**src/rtl/reset_seq_pkg.sv**
```systemverilog
// Shared types and helpers for the board reset sequencer.
package reset_seq_pkg;

  typedef enum logic [1:0] {
    S_PLL_RST,
    S_WAIT_LOCK,
    S_STAGE,
    S_RUN
  } state_t;

  localparam int LOCK_CNT_W = 8;

  function automatic int cnt_width(input int x);
    return $clog2(x + 1);
  endfunction

endpackage

```
**src/rtl/reset_seq_sync_2ff.sv**
```systemverilog
// Single-bit two-flop synchroniser with a selectable reset value.
module sync_2ff #(
  parameter logic RST_VAL = 1'b0
) (
  input  logic clk,
  input  logic rst_n,
  input  logic d,
  output logic q
);

  logic meta_reg;

  always_ff @(posedge clk or negedge rst_n) begin
    if (!rst_n) begin
      meta_reg <= RST_VAL;
      q        <= RST_VAL;
    end else begin
      meta_reg <= d;
      q        <= meta_reg;
    end
  end

endmodule

```
**src/rtl/reset_seq.sv**
```systemverilog
// Board reset/startup sequencer: PLL reset pulse, then staged release of N reset domains.
// Optional WAIT_LOCK timeout with PLL re-pulse is enabled by defining RESET_SEQ_TIMEOUT_EN.
module reset_seq
  import reset_seq_pkg::*;
#(
  parameter int N_STAGES        = 4,
  parameter int PLL_RST_CYCLES  = 4,
  parameter int STAGE_DELAY     = 16,
  parameter int DEBOUNCE_CYCLES = 1000,
  parameter int LOCK_TIMEOUT    = 1024
) (
  input  logic                  clk,
  input  logic                  rst_n,
  input  logic                  key_rst_n,
  input  logic                  pll_locked,
  output logic                  pll_rst,
  output logic [N_STAGES-1:0]   rst_out_n,
  output logic                  seq_done,
  output logic [LOCK_CNT_W-1:0] lock_lost_cnt,
  output logic                  lock_timeout
);

  localparam int DEB_W   = cnt_width(DEBOUNCE_CYCLES);
  localparam int PLL_W   = cnt_width(PLL_RST_CYCLES);
  localparam int STAGE_W = cnt_width(STAGE_DELAY);
  localparam int IDX_W   = cnt_width(N_STAGES);

  localparam logic [DEB_W-1:0]   DEB_MAX    = DEB_W'(DEBOUNCE_CYCLES);
  localparam logic [DEB_W-1:0]   DEB_LAST   = DEB_W'(DEBOUNCE_CYCLES - 1);
  localparam logic [PLL_W-1:0]   PLL_LAST   = PLL_W'(PLL_RST_CYCLES - 1);
  localparam logic [STAGE_W-1:0] STAGE_LAST = STAGE_W'(STAGE_DELAY - 1);
  localparam logic [IDX_W-1:0]   IDX_LAST   = IDX_W'(N_STAGES - 1);

  logic key_s;
  logic lock_s;

  sync_2ff #(.RST_VAL(1'b1)) u_key_sync (
    .clk   (clk),
    .rst_n (rst_n),
    .d     (key_rst_n),
    .q     (key_s)
  );

  sync_2ff #(.RST_VAL(1'b0)) u_lock_sync (
    .clk   (clk),
    .rst_n (rst_n),
    .d     (pll_locked),
    .q     (lock_s)
  );

  // Press latches once the low run reaches DEBOUNCE_CYCLES and holds while the key stays low.
  logic [DEB_W-1:0] deb_cnt_reg;
  logic             press_reg;

  always_ff @(posedge clk or negedge rst_n) begin
    if (!rst_n) begin
      deb_cnt_reg <= '0;
      press_reg   <= 1'b0;
    end else if (key_s) begin
      deb_cnt_reg <= '0;
      press_reg   <= 1'b0;
    end else if (deb_cnt_reg != DEB_MAX) begin
      deb_cnt_reg <= deb_cnt_reg + 1'b1;
      press_reg   <= (deb_cnt_reg == DEB_LAST);
    end
  end

  state_t                  state_reg, state_next;
  logic [PLL_W-1:0]        pll_cnt_reg, pll_cnt_next;
  logic [STAGE_W-1:0]      stage_cnt_reg, stage_cnt_next;
  logic [IDX_W-1:0]        idx_reg, idx_next;
  logic                    pll_rst_reg, pll_rst_next;
  logic [N_STAGES-1:0]     rst_out_reg, rst_out_next;
  logic                    seq_done_reg, seq_done_next;
  logic [LOCK_CNT_W-1:0]   lost_reg, lost_next;
  logic [N_STAGES-1:0]     stage_sel;

  genvar gi;
  generate
    for (gi = 0; gi < N_STAGES; gi++) begin : g_stage_sel
      assign stage_sel[gi] = (idx_reg == IDX_W'(gi));
    end
  endgenerate

`ifdef RESET_SEQ_TIMEOUT_EN
  localparam int               TO_W    = cnt_width(LOCK_TIMEOUT);
  localparam logic [TO_W-1:0]  TO_LAST = TO_W'(LOCK_TIMEOUT - 1);

  logic [TO_W-1:0] to_cnt_reg, to_cnt_next;
  logic            timeout_reg, timeout_next;

  always_ff @(posedge clk or negedge rst_n) begin
    if (!rst_n) begin
      to_cnt_reg  <= '0;
      timeout_reg <= 1'b0;
    end else begin
      to_cnt_reg  <= to_cnt_next;
      timeout_reg <= timeout_next;
    end
  end

  assign lock_timeout = timeout_reg;
`else
  logic unused_timeout_cfg;
  assign unused_timeout_cfg = ^LOCK_TIMEOUT;
  assign lock_timeout       = 1'b0;
`endif

  always_ff @(posedge clk or negedge rst_n) begin
    if (!rst_n) begin
      state_reg     <= S_PLL_RST;
      pll_cnt_reg   <= '0;
      stage_cnt_reg <= '0;
      idx_reg       <= '0;
      pll_rst_reg   <= 1'b1;
      rst_out_reg   <= '0;
      seq_done_reg  <= 1'b0;
      lost_reg      <= '0;
    end else begin
      state_reg     <= state_next;
      pll_cnt_reg   <= pll_cnt_next;
      stage_cnt_reg <= stage_cnt_next;
      idx_reg       <= idx_next;
      pll_rst_reg   <= pll_rst_next;
      rst_out_reg   <= rst_out_next;
      seq_done_reg  <= seq_done_next;
      lost_reg      <= lost_next;
    end
  end

  // Priority: button press, then lock loss (only once staging has begun), then normal progress.
  always_comb begin
    state_next     = state_reg;
    pll_cnt_next   = pll_cnt_reg;
    stage_cnt_next = stage_cnt_reg;
    idx_next       = idx_reg;
    pll_rst_next   = pll_rst_reg;
    rst_out_next   = rst_out_reg;
    seq_done_next  = seq_done_reg;
    lost_next      = lost_reg;
`ifdef RESET_SEQ_TIMEOUT_EN
    to_cnt_next    = '0;
    timeout_next   = 1'b0;
`endif
    if (press_reg) begin
      state_next    = S_PLL_RST;
      pll_cnt_next  = '0;
      pll_rst_next  = 1'b1;
      rst_out_next  = '0;
      seq_done_next = 1'b0;
    end else if ((state_reg == S_STAGE || state_reg == S_RUN) && !lock_s) begin
      state_next    = S_WAIT_LOCK;
      rst_out_next  = '0;
      seq_done_next = 1'b0;
      if (lost_reg != '1) begin
        lost_next = lost_reg + 1'b1;
      end
    end else begin
      case (state_reg)
        S_PLL_RST: begin
          if (pll_cnt_reg == PLL_LAST) begin
            state_next   = S_WAIT_LOCK;
            pll_cnt_next = '0;
            pll_rst_next = 1'b0;
          end else begin
            pll_cnt_next = pll_cnt_reg + 1'b1;
          end
        end
        S_WAIT_LOCK: begin
          if (lock_s) begin
            state_next     = S_STAGE;
            idx_next       = '0;
            stage_cnt_next = '0;
          end
`ifdef RESET_SEQ_TIMEOUT_EN
          else if (to_cnt_reg == TO_LAST) begin
            state_next   = S_PLL_RST;
            pll_cnt_next = '0;
            pll_rst_next = 1'b1;
            timeout_next = 1'b1;
          end else begin
            to_cnt_next = to_cnt_reg + 1'b1;
          end
`endif
        end
        S_STAGE: begin
          if (stage_cnt_reg == STAGE_LAST) begin
            stage_cnt_next = '0;
            rst_out_next   = rst_out_reg | stage_sel;
            if (idx_reg == IDX_LAST) begin
              state_next    = S_RUN;
              seq_done_next = 1'b1;
            end else begin
              idx_next = idx_reg + 1'b1;
            end
          end else begin
            stage_cnt_next = stage_cnt_reg + 1'b1;
          end
        end
        S_RUN: begin
        end
        default: begin
          state_next = S_PLL_RST;
        end
      endcase
    end
  end

  assign pll_rst       = pll_rst_reg;
  assign rst_out_n     = rst_out_reg;
  assign seq_done      = seq_done_reg;
  assign lock_lost_cnt = lost_reg;

endmodule

```
**config.mk**
```make
export PLATFORM = sky130hd
export DESIGN_NAME = reset_seq
export DESIGN_NICKNAME = d
export VERILOG_FILES = /design/src/rtl/reset_seq_pkg.sv /design/src/rtl/reset_seq_sync_2ff.sv /design/src/rtl/reset_seq.sv
export SDC_FILE = /design/constraint.sdc
export NUM_CORES = 1
export LEC_CHECK = 0
export BUFFER_PORTS_ARGS = -buffer_cell sky130_fd_sc_hd__buf_2
export CAP_MARGIN = 20
export CORE_MARGIN = 2
export CORE_UTILIZATION = 43
export DETAILED_ROUTE_END_ITERATION = 12
export HOLD_SLACK_MARGIN = 0.15
export SYNTH_ARGS = -nofsm -noshare
export SYNTH_HDL_FRONTEND = slang
export SYNTH_SLANG_ARGS = --single-unit
```
**constraint.sdc**
```tcl
create_clock -name clk -period 1.7 [get_ports clk]
set_input_delay 0.34 -clock clk [delete_from_list [all_inputs] [get_ports clk]]
set_output_delay 0.34 -clock clk [all_outputs]
set_load 0.01 [all_outputs]
```
* Yosys cells after proc, flatten, opt, wreduce, memory -nomap -nowiden
Index checks and enable logic that the tools add are counted.
** Cells by class
- Bitwise operators :: 3
- Reductions and logical operators :: 21
- Muxes and demuxes :: 35
- Add/sub/neg operators :: 5
- Equal/unequal tests :: 19
** Operator list (number)
- $mux 3 :: 7
- $mux 10 :: 2
- $mux 4 :: 4
- $mux 2 :: 6
- $mux 1 :: 11
- $add 10x1->10 const B :: 1
- $eq 10x10->1 const B :: 1
- $mux 5 :: 2
- $ne 10x10->1 const B :: 1
- $pmux 5 s2 :: 1
- $eq 3x2->1 const B :: 3
- $reduce_and 3->1 :: 3
- $reduce_bool 3->1 :: 3
- $add 8x1->8 const B :: 1
- $ne 4x3->1 const B :: 2
- $ne 8x8->1 const B :: 1
- $reduce_bool 2->1 :: 4
- $add 3x1->3 const B :: 2
- $pmux 2 s3 :: 1
- $pmux 3 s2 :: 1
- $reduce_and 6->1 :: 1
- $add 5x1->5 const B :: 1
- $eq 5x4->1 const B :: 1
- $reduce_and 5->1 :: 1
- 17 further kinds :: 22
** Storage, ports and cells
- Bits of input ports :: 4
- Logic and storage cells :: 97
- Output and inout bits :: 15
- Register bits :: 42

* Logic depth before layout (Yosys ltp)
- Depth after elaboration :: 6
- Mapped depth :: 7
- Gate-level depth less buffers :: 6

* Modules after synthesis
A second synthesis with hierarchy kept.
** Second synthesis, totals
- Cells, all modules :: 199
- Area total of the unflattened synthesis :: 2133.3 um^2
** Modules (own cells, without submodules)
- reset_seq :: seq. area each 952.2 um^2, cells each 195, area each 2030.7 um^2, times used 1
- sync_2ff (u_key_sync) :: seq. area each 52.6 um^2, cells each 2, area each 52.6 um^2, times used 1
- sync_2ff (u_lock_sync) :: seq. area each 50.0 um^2, cells each 2, area each 50.0 um^2, times used 1

* Worst setup path after synthesis
No wires, ideal clock.
- Kind :: reg-to-reg
- Start point :: reg lost_reg[0], in the netlist lock_lost_cnt[0]
- End point :: reg lost_reg[1], in the netlist lock_lost_cnt[1]
- Library setup time :: 0.125 ns
- Slack :: -0.105 ns
- Required time :: 1.575 ns
- Buffers on the path :: 0
- Arrival :: 1.681 ns
- Cell stages (with the launch flop) :: 5
- Clock period less this slack :: 1.805 ns
- Path through :: dfrtp_1 ha_1 and3_1 a311oi_2 mux2_2
** Between the ends
- Longest elaborated chain between the ends :: 2
- Elaborated cells on any way between the ends :: 3
- Classes of those cells :: add/sub (1); eq/ne (1); reduce/logical (1)
** Ends and longest elaborated chain
- start: declaration :: line reset_seq.sv:75 : logic [LOCK_CNT_W-1:0] lost_reg, lost_next;
- start signal: assignment :: line reset_seq.sv:127 : lost_reg <= lost_next;
- branches (longest 2 deep; another with $add 8x1->8)
Several ways; the timed one is not identified.
A chain may end at the register's enable or synchronous reset.

* Final worst setup path
- Start point :: reg state_reg[1]
- End point :: reg stage_cnt_reg[2]
** Between the ends
- Longest elaborated chain between the ends :: 5
- Elaborated cells on any way between the ends :: 10
- Classes of those cells :: eq/ne (4); mux (1); bitwise (1); reduce/logical (4)
** Ends and longest elaborated chain
- start: declaration :: line reset_seq.sv:68 : state_t state_reg, state_next;
- start signal: assignment :: line reset_seq.sv:120 : state_reg <= state_next;
- $eq 2x2->1, on equally long branches :: line reset_seq.sv:151, reset_seq.sv:159
- $logic_or 1x1->1 :: line reset_seq.sv:151 : end else if ((state_reg == S_STAGE || state_reg == S_RUN) && !lock_s) begin
- $logic_and 1x1->1 :: line reset_seq.sv:151
- $not 1->1 (no source line)
- $reduce_and 4->1 (no source line)
- end signal: assignment :: line reset_seq.sv:122 : stage_cnt_reg <= stage_cnt_next;
- end: declaration :: line reset_seq.sv:70 : logic [STAGE_W-1:0] stage_cnt_reg, stage_cnt_next;
Several ways; a longest one is shown, not always the timed one.

==> flow_summary.ini <==
[route]
met3_wirelength_um = 114
dr.pass1.iters = 4
drt-initial-drc-count = 43
routedWlPerCell_um = 11.50
via_per_inst = 4.778
m1WireLength_um = 1841
routed.top_layer = met4
drc = 0
dr_total_vias = 1572
ant_nets = 0
wl_met2_um = 1765
wl_um = 3784

[die]
die_y_um = 74.13
rows = 25
dieWidth_um = 74.13
die_area_um2 = 5495
initial_core_util_pct = 44.77
pin_count = 19
coreArea_um2 = 4723

[sta]
max_freq_mhz = 578.7
setup_viol = 3
finalSetupTns_ps = -64.36
skew_ps = 7.167
finalHoldViolations = 0
final_min_period_over_clock_period_pct = 101.6
rsz0062_at_grt = yes
maxSlewViolCount = 0
fin_crit_ps = 1728
fin_ws_ps = -27.95

[global_route]
grt_pass1_wl_um = 6630
grt_max_degree = 28
grt_antenna_before_repair = 0
overflow = 0
grt_pass1_vias = 1532
grt_usage_pct = 15.62

[hold_path]
hold_path.class = flop to flop

[clocking]
clock_latency_ps = 290
numCtsBuffers = 5
root_buffer = clkbuf_8
h-tree-depth = 2
cts_tree = built
cts_sinks = 42
clkSlewWorstSetupHoldPaths_ps = 80
clock_path_buffers = 2

[layout]
postLayoutCoreUtil_pct = 58.01
nets = 280
design_area_um2 = 2740
fillers = 415
diodes = 0
drive_gt1_share_pct = 31.68
instances_no_fill = 329
syn2layout_area_growth_pct = 29.59
largest_reg_flops = 10

[run_status]
outcome = finished, violations left
violations = setup timing

[power]
peakVddDrop_mv = 0.7828
power_density_nw_per_um2 = 1235
leakage_uw = 0.001342

[synth]
syn-cell-area_um2 = 2115
avgSynthCellArea_um2 = 10.47
synth_warnings = 0
synth_top_area_share_pct = 46.15
synth_top_area_cell = dfrtp_1
seq_area_frac_synth_pct = 49.88
syn_inst = 202
netlist-cell-type-count = 39
ys_ff_latch = 42
ys_top_cells_by_area = dfrtp_1 46%, ha_1 8.9%, xnor2_1 4.1%
syn-num-nets = 221

[critical_path]
cp.arrival_ps = 1910
cp_num_buf_inv = 2
crit_family = flip-flops
critical_path.most_common_cell = buf_4
critPathMaxFanout = 6
cp-end-kind = flop
path_cells = buf_4 > ha_4 > nor2_1 > buf_4 > nor3_1 > mux2_2 > a22o_2
cpMaxStageDelayCell = dfrtp_1
crit_required_ps = 1880
worst-setup-path-type = flop to flop
max_stage_delay_ps = 420
crit_path_start_kind = flop

[placement]
pre_cts_slack_ps = -42.55
placed_area_um2 = 2539
port_buffers = 17
dp_hpwl_um = 2748
dp.cells = 312
place_congestion = 0.7898

[run]
cap_viol_max_count = 0
-- what timing repair did --
action	in CTS	in global routing
setup buffers	2	4
gates resized for setup	3	6
setup endpoints to repair	4	11
hold endpoints to repair	17	0
pin swaps	1	0
hold buffers	3	0
-- final cells by class --
type | count | area (um^2) | share of cell area, %
inverter | 9 | 33.78 | 1.233
clock inverter | 2 | 13.76 | 0.5023
sequential | 42 | 1055 | 38.49
timing repair buffer | 56 | 401.6 | 14.66
tap | 67 | 83.83 | 3.059
clock buffer | 6 | 72.57 | 2.648
multi-input combinational | 147 | 1080 | 39.41
-- layout by cell type, fill, tap and decap left out, drive strengths merged, types with 2 or more instances in the layout --
cell type    Yosys  final
a21oi           11     11
a22o             4      4
a311oi           2      2
and3             3      3
buf              1     53
clkbuf           3      6
clkinv           0      2
dfrtp           39     39
dfstp            3      3
dlygate4sd3      0      3
ha              15     15
inv              9      9
mux2             4      4
mux2i            2      2
nand2           17     17
nand2b           6      6
nand3            8      8
nand4            6      6
nor2            22     22
nor2b            5      5
nor3             4      4
nor3b            2      2
nor4             2      2
o21ai            4      4
o31ai            2      2
or3              3      3
xnor2           10     10
xor2             4      4
-- worst paths after layout --
check,endpoint,slack (ps),depth (start not counted),start
max,stage_cnt_reg[2]$_DFFE_PN0P_,-30,7,state_reg[1]$_DFFE_PN0P_
min,u_lock_sync.q$_DFF_PN0_,350,0,u_lock_sync.meta_reg$_DFF_PN0_
max reg2reg,stage_cnt_reg[2]$_DFFE_PN0P_,-30,7,state_reg[1]$_DFFE_PN0P_
min reg2reg,u_lock_sync.q$_DFF_PN0_,350,0,u_lock_sync.meta_reg$_DFF_PN0_
max in group asynchronous,u_key_sync.meta_reg$_DFF_PN1_,660,3,rst_n
min in group asynchronous,stage_cnt_reg[1]$_DFFE_PN0P_,500,2,rst_n
-- layer usage --
layer | global-route usage (%) | vias up
met5 | 0 | -
met4 | 6.061 | 0
met3 | 3.659 | 7
met1 | 20.19 | 731
li1 | - | 816
met2 | 25.50 | 18
-- cell families (layout without fill, tap and decap cells) --
logic type | count (synthesis) | after routing | share of synthesized area [%]
other | 1 | 1 | 0.1773
xor gates and xnor gates | 14 | 14 | 5.798
DFF | 42 | 42 | 49.88
muxes | 6 | 6 | 3.077
and+or+nand+nor | 83 | 83 | 20.47
AOI/OAI and AO/OA | 28 | 28 | 9.231
adders and majority gates | 15 | 15 | 8.876
buffers and inverters | 13 | 73 | 2.485
-- cell usage after synthesis (all sizes together) --
master,instances
a211o,1
a21o,1
a21oi,11
a221o,1
a22o,4
a311oi,2
a31oi,1
and3,3
and3b,1
buf,1
clkbuf,3
conb,1
dfrtp,39
dfstp,3
ha,15
inv,9
mux2,4
mux2i,2
nand2,17
nand2b,6
nand3,8
nand3b,1
nand4,6
nand4b,1
nor2,22
nor2b,5
nor3,4
nor3b,2
nor4,2
o21ai,4
o21bai,1
o31ai,2
or2,1
or3,3
or3b,1
xnor2,10
xor2,4
-- worst register-to-register path: cells and delay by family (launching register included) --
kind,cells,cell delay (ps)
buffers and inverters,2,320
AO/OA/AOI/OAI,1,200
multiplexers,1,250
flip-flops,1,420
AND/OR/NAND/NOR,2,250
adder cells (fa/ha/maj),1,180
-- where the power goes --
part	total [uW]	internal (uW)	switching [uW]
Sequential	1260	1150	116
Combinational	1490	810	680
Clock	630	290	340
Total	3380	2250	1140
-- stage by stage --
| step | total power, uW | hold slack (ps) |
|---|---|---|
| after floorplan | 2052 | 44.41 |
| after global placement | 2618 | 292.4 |
| after detailed placement | 2632 | 292.5 |
| after CTS | 3350 | 353.3 |
| after global routing | 3648 | 362.5 |
| final | 3384 | 350.2 |
Note: power is estimated with default switching activity, not from simulation.
